File: config.mk
export PLATFORM = sky130hd
export DESIGN_NAME = mux_rr_nbit_mto1
export DESIGN_NICKNAME = d
export VERILOG_FILES = /design/src/rtl/mux_rr_nbit_mto1.sv
export SDC_FILE = /design/constraint.sdc
export NUM_CORES = 1
export LEC_CHECK = 0
export CAP_MARGIN = 20
export CORE_AREA = 4 4 73 75
export DETAILED_ROUTE_END_ITERATION = 7
export DIE_AREA = 0 0 77 79
export PLACE_DENSITY = 0.76
export SYNTH_ARGS = -nofsm -noshare
export SYNTH_HDL_FRONTEND = slang
export SYNTH_SLANG_ARGS = --single-unit
File: constraint.sdc
create_clock -name clk -period 2.6 [get_ports clk]
set_clock_uncertainty 0.1 [all_clocks]
set_input_delay 0.52 -clock clk [delete_from_list [all_inputs] [get_ports clk]]
set_output_delay 0.52 -clock clk [all_outputs]
set_load 0.03 [all_outputs]
File: src/rtl/mux_rr_nbit_mto1.sv
// Registered M-to-1 N-bit mux with valid/ready handshakes.
// Round-robin or fixed-priority grant feeds a one-entry output register.
module mux_rr_nbit_mto1 #(
  parameter int N = 16,
  parameter int M = 4
) (
  input  logic                          clk,
  input  logic                          rst,
  input  logic                          mode_fixed,
  input  logic [M-1:0]                  in_valid,
  input  logic [M*N-1:0]                in_data,
  output logic [M-1:0]                  in_ready,
  output logic                          out_valid,
  output logic [N-1:0]                  out_data,
  output logic [((M > 1) ? $clog2(M) : 1)-1:0] out_sel,
  input  logic                          out_ready
);

  localparam int SW = (M > 1) ? $clog2(M) : 1;
  localparam logic [SW:0]   MW   = (SW+1)'(M);
  localparam logic [SW-1:0] LAST = SW'(M - 1);

  logic [SW-1:0]  r_ptr;
  logic           r_valid;
  logic [N-1:0]   r_data;
  logic [SW-1:0]  r_sel;

  logic [SW-1:0]  w_base;
  logic [2*M-1:0] w_dbl;
  logic [M-1:0]   w_rot;
  logic [SW-1:0]  w_pos;
  logic [SW:0]    w_sum;
  logic [SW-1:0]  w_gnt;
  logic           w_found;
  logic           w_load;
  logic           w_take;
  logic [N-1:0]   w_din;
  logic [SW-1:0]  w_ptr_nxt;

  assign w_base = mode_fixed ? '0 : r_ptr;
  // Rotate requests so the scan start sits at bit 0.
  assign w_dbl  = {in_valid, in_valid} >> w_base;
  assign w_rot  = w_dbl[M-1:0];

  always_comb begin
    w_pos   = '0;
    w_found = 1'b0;
    for (int k = M - 1; k >= 0; k--) begin
      if (w_rot[k]) begin
        w_pos   = SW'(k);
        w_found = 1'b1;
      end
    end
  end

  assign w_sum = {1'b0, w_base} + {1'b0, w_pos};
  assign w_gnt = (w_sum >= MW) ? SW'(w_sum - MW) : SW'(w_sum);

  always_comb begin
    w_din = '0;
    for (int i = 0; i < M; i++) begin
      if (w_gnt == SW'(i)) w_din = in_data[i*N +: N];
    end
  end

  assign w_load    = ~r_valid | out_ready;
  assign w_take    = w_load & w_found & ~rst;
  assign w_ptr_nxt = (w_gnt == LAST) ? '0 : w_gnt + 1'b1;
  assign in_ready  = w_take ? (M'(1) << w_gnt) : '0;

  always_ff @(posedge clk) begin
    if (rst) begin
      r_valid <= 1'b0;
      r_data  <= '0;
      r_sel   <= '0;
      r_ptr   <= '0;
    end else if (w_take) begin
      r_valid <= 1'b1;
      r_data  <= w_din;
      r_sel   <= w_gnt;
      if (!mode_fixed) r_ptr <= w_ptr_nxt;
    end else if (out_ready) begin
      r_valid <= 1'b0;
    end
  end

  assign out_valid = r_valid;
  assign out_data  = r_data;
  assign out_sel   = r_sel;

endmodule

* After elaboration in Yosys (flattened, before gate mapping)
Index checks and enable logic that the tools add are counted.
Storage, ports and cells: bits in registers 21, bits of input ports 72
Cells by class: $add $sub $neg 3, $lt $le $gt $ge 1, eq/ne operators 3, shifts and indexed selects 2, multiplexer cells 18, bitwise logic cells 6, reductions and logical operators 3
Operator list (number):
- $mux 16 | 4
- $mux 2 | 7
- $shr 8x2->4 | 1
- $mux 1 | 6
- $eq 2x2->1 const B | 2
- $mux 4 | 1
- $shl 1x2->4 const A | 1
- $add 2x2->3 | 1
- $ge 3x3->1 const B | 1
- $not 1->1 | 3
- $add 2x1->2 const B | 1
- $and 1x1->1 | 2
- $eq 2x1->1 const B | 1
- $logic_not 2->1 | 1
- $reduce_and 2->1 | 1
- $reduce_bool 2->1 | 1
- $sub 2x1->2 const B | 1
- $or 1x1->1 | 1

* Longest topological paths before layout
depth in word-level cells 14, depth in mapped cells 12, depth with buffers taken out 9

* Worst setup path after synthesis
Ideal clock, no wire load.
kind input to output, start point input port mode_fixed, end point output port in_ready[3], data arrival time 2.313 ns, required time 1.980 ns, setup slack -0.333 ns, stages on the path 9, path through nor3b_1 > a2bb2oi_1 > o221ai_1 > inv_1 > ha_1 > buf_4 > clkinv_1 > clkbuf_1 > nor2_1
Between the ends: longest elaborated chain between the ends 11, elaborated cells on any way between the ends 18
RTL lines:
- from (decl) | line 9 | input logic mode_fixed,
- $mux 2 * | line 40 | assign w_base = mode_fixed ? '0 : r_ptr;
- $shr 8x2->4 | line 42 | assign w_dbl = {in_valid, in_valid} >> w_base;
- $mux 2 (4 in a row) | line 49 | if (w_rot[k]) begin
- $add 2x2->3 * | line 56 | assign w_sum = {1'b0, w_base} + {1'b0, w_pos};
- $ge 3x3->1 / $sub 2x1->2 (equally long branches) | line 57 | assign w_gnt = (w_sum >= MW) ? SW'(w_sum - MW) : SW'(w_sum);
- $mux 2 * | line 57
- via w_gnt[0] | line 33 | logic [SW-1:0] w_gnt;
- $shl 1x2->4 * | line 69 | assign in_ready = w_take ? (M'(1) << w_gnt) : '0;
- $mux 4 * | line 69
- to (decl) | line 12 | output logic [M-1:0] in_ready,
Mark *: on every way through the listed nets, which the timed path passes. The rest lies on a longest branch.

* Final worst setup path
start point input port in_valid[0], end point output port in_ready[2]
Between the ends: longest elaborated chain between the ends 10, elaborated cells on any way between the ends 17
RTL lines:
- from (decl) | line 10 | input logic [M-1:0] in_valid,
- $shr 8x2->4 * | line 42
- $mux 2 (3 in a row) | line 49
- $mux 2 * | line 49
- $add 2x2->3 * | line 56
- $ge 3x3->1 / $sub 2x1->2 (equally long branches) | line 57
- $mux 2 * | line 57
- via w_gnt[1] | line 33
- $shl 1x2->4 * | line 69
- $mux 4 * | line 69
Marked as above.

==> metrics <==
count of inserted antenna diode cells=0; Antenna Nets Post-Route=0; critical path data arrival time=1.92 ns; wire length of the first global-routing pass=8550 um; Worst setup EP type=primary output; root cell of the clock tree=sky130_fd_sc_hd__clkbuf_8; ratio of cells with drive above 1 in the final layout=27.0%; critical setup path kind=in2out; Post-Synthesis Cells=163; Slowest cell on crit path=sky130_fd_sc_hd__dlygate4sd2_1; Worst Hold Class=reg2reg; Final Hold Violating Endpoints=0; critical path's largest stage delay=0.26 ns; endpoint required time on the critical path=1.98 ns; CTS sink count=21; WL final=5510 um; power per standard cell area=442 mW/mm2; post-synthesis cell type count=30; Net count, final=344; global-route total usage across every layer=17.2%; Worst Setup SP=in_valid[0]; Hold WS=0.373 ns; remaining design rule violation count=0; maximum number of pins on one net before global-route repair=23; total grt overflow=0; Horiz. Die Dim=77 um; Async S/R FF share, synth=0%; maximum buffer depth of the clock tree=2; cell leakage power=1.05 nW; number of cells traversed by the worst hold path=2; cells taking the most area after synthesis=sky130_fd_sc_hd__dfxtp_1 (28%), sky130_fd_sc_hd__a221oi_2 (16%), sky130_fd_sc_hd__a221o_1 (11%); Final Cycle Share=97.7%; clock transition at the registers of the reported paths=0.09 ns; area added between synthesis and finish=83.4%; H-Tree Depth=1; number of global-route vias before repair=1,780; maximum fanout along the worst path=4; maximum achievable frequency=393 MHz; initial standard-cell utilization of the core=32.4%; hpwl dp=4110 um; I/O pin cnt=95; cell-by-cell listing of the critical path=dlygate4sd2_1 > and2b_2 > a31oi_2 > a2bb2oi_2 > inv_2 > ha_2 > clkinv_2 > nor2_4 > buf_6; clock period minus final worst setup slack=2.54 ns; Initial DRC Count=42; final count of negative-setup-slack endpoints=0; total of buffers placed on input and output ports=94; Reg-to-Reg Start=r_ptr[0]; area of the die=0.00608 mm2; depth of the worst register-to-register path=9; routed vias=1,701; result of the run=complete, no violations; # rows=25; worst reg-to-reg setup slack=0.25 ns; Overall Power=1.22 mW; max-cap violations=0; core area=0.00466 mm2; dominant register cell in the synthesized netlist=sky130_fd_sc_hd__dfxtp_1; endpoint of the worst register-to-register path=out_data[11]; count of flip-flops with a built-in enable after synthesis=0; sequential fraction of the synthesis area=27.9%; synth warn=0; detailed-router iteration count before antenna repair=4; worst setup path endpoint=in_ready[2]; area share of the largest cell type after synthesis=27.9%; TritonCTS clock tree=done; routed wire length per instance=17.2 um; initial antenna violation count=0; worst slew margin relative to its limit=78.3%; clock latency at the later pin of the worst-skew pair=0.26 ns; net count after synthesis=239; mean area per synthesized cell=9.26 um2; number of buffers inserted during clock tree synthesis=3; startpoint kind of the worst setup timing path=primary input; final RePlAce weighted congestion=0.746; Max Slew Vio Count=0; IR Drop Worst-Case VDD=0.212 mV; cell taking the most area after synthesis=sky130_fd_sc_hd__dfxtp_1; post-synthesis register bit count=21; post-synthesis instance area=0.00151 mm2; vias per cell=5.30; Least-Margin Pin Slew=0.324 ns; overall die height=79 um
[cells in the mapped netlist, drive strengths merged, types with 2 or more instances]
master and n:
nor2b 2, nand2b 18, o21ai 2, a221oi 16, dfxtp 21, clkbuf 6
buf 11, o21a 16, a221o 16, a21oi 19, nand3b 3, inv 7
a2bb2oi 2, clkinv 2, nor4 2, nor2 6, ha 4
[final cells by class]
cell class	instances	area, um2
Tap cell	54	67.6
Sequential cell	21	420
Clock inverter	1	5.00
Inverter	9	36.3
Clock buffer	3	41.3
Fill cell	418	1890
Multi-Input combinational cell	116	1070
Timing Repair Buffer	117	1130
[metal layers]
layer  track usage [%]  wire [um]  vias to the layer above
met1              21.1       2420                      811
met2              30.5       2750                       55
met4              3.91         38                        0
li1                  -          -                      831
met3              4.31        301                        4
met5                 0          0                        -
[repair_timing]
item,in CTS,in global routing
gates cloned,0,0
hold buffers,0,0
setup buffers,3,0
gates resized for setup,24,8
setup endpoints to repair,20,14
pin swaps,4,5
[metrics by stage]
stage | instances | utilization, % | setup WS (ns) | setup TNS, ns | area (um2)
after global placement | 314 | 55.9 | -0.461 | -8.17 | 2610
after detailed placement | 314 | 55.9 | -0.581 | -10.74 | 2610
after CTS | 321 | 59.2 | 0.000963 | 0 | 2760
after floorplan | 163 | - | 0.0261 | 0 | 1540
after global routing | 321 | 59.4 | -0.00245 | -0.00245 | 2770
final | 321 | 59.4 | 0.0585 | 0 | 2770
[sequential cells by signal (all words and copies together), names as in the netlist]
name	cells
r_ptr	2
out_valid	1
out_sel	2
out_data	16
[how the worst min path moves through the flow]
| stage | start | end | slack, ns |
|---|---|---|---|
| 2_1_floorplan | r_ptr[0] | r_ptr[0] | 0.37 |
| 3_3_place_gp | out_data[1] | out_data[1] | 0.36 |
| 3_5_place_dp | out_data[12] | out_data[12] | 0.36 |
| 4_1_cts | out_data[12] | out_data[12] | 0.37 |
| 5_1_grt | out_data[10] | out_data[10] | 0.40 |
| 6_report | out_data[1] | out_data[1] | 0.37 |
[power by group]
| group | switching, mW | total [mW] | internal [mW] |
|---|---|---|---|
| clock | 0.114 | 0.221 | 0.107 |
| combinational | 0.289 | 0.612 | 0.323 |
| sequential | 0.0253 | 0.391 | 0.366 |
[critical path, delay by kind of cell]
family,cells,cell delay (ns)
fa+ha+maj,1,0.20
simple gates,2,0.34
compound gates,2,0.31
buf+inv,4,0.57
[layout by cell type, fill, tap and decap left out, types with 5 or more instances in the layout]
cell | Yosys | layout
sky130_fd_sc_hd__a221oi_2 | 16 | 16
sky130_fd_sc_hd__o21a_1 | 16 | 16
sky130_fd_sc_hd__buf_4 | 2 | 22
sky130_fd_sc_hd__inv_1 | 7 | 5
sky130_fd_sc_hd__a21oi_1 | 19 | 17
sky130_fd_sc_hd__nand2b_1 | 18 | 16
sky130_fd_sc_hd__dfxtp_1 | 21 | 21
sky130_fd_sc_hd__clkdlybuf4s50_1 | 0 | 85
sky130_fd_sc_hd__a221o_1 | 16 | 16
[kinds of logic (layout without fill, tap and decap cells)]
| kind of cell | Yosys count | in the layout | share of synthesized area, % |
|---|---|---|---|
| simple gates | 36 | 36 | 14.5 |
| mux | 1 | 1 | 0.663 |
| compound gates | 75 | 75 | 44.7 |
| flops | 21 | 21 | 27.9 |
| buf+inv | 26 | 130 | 8.96 |
| fa+ha+maj | 4 | 4 | 3.32 |
(Power assumes the default switching activity.)
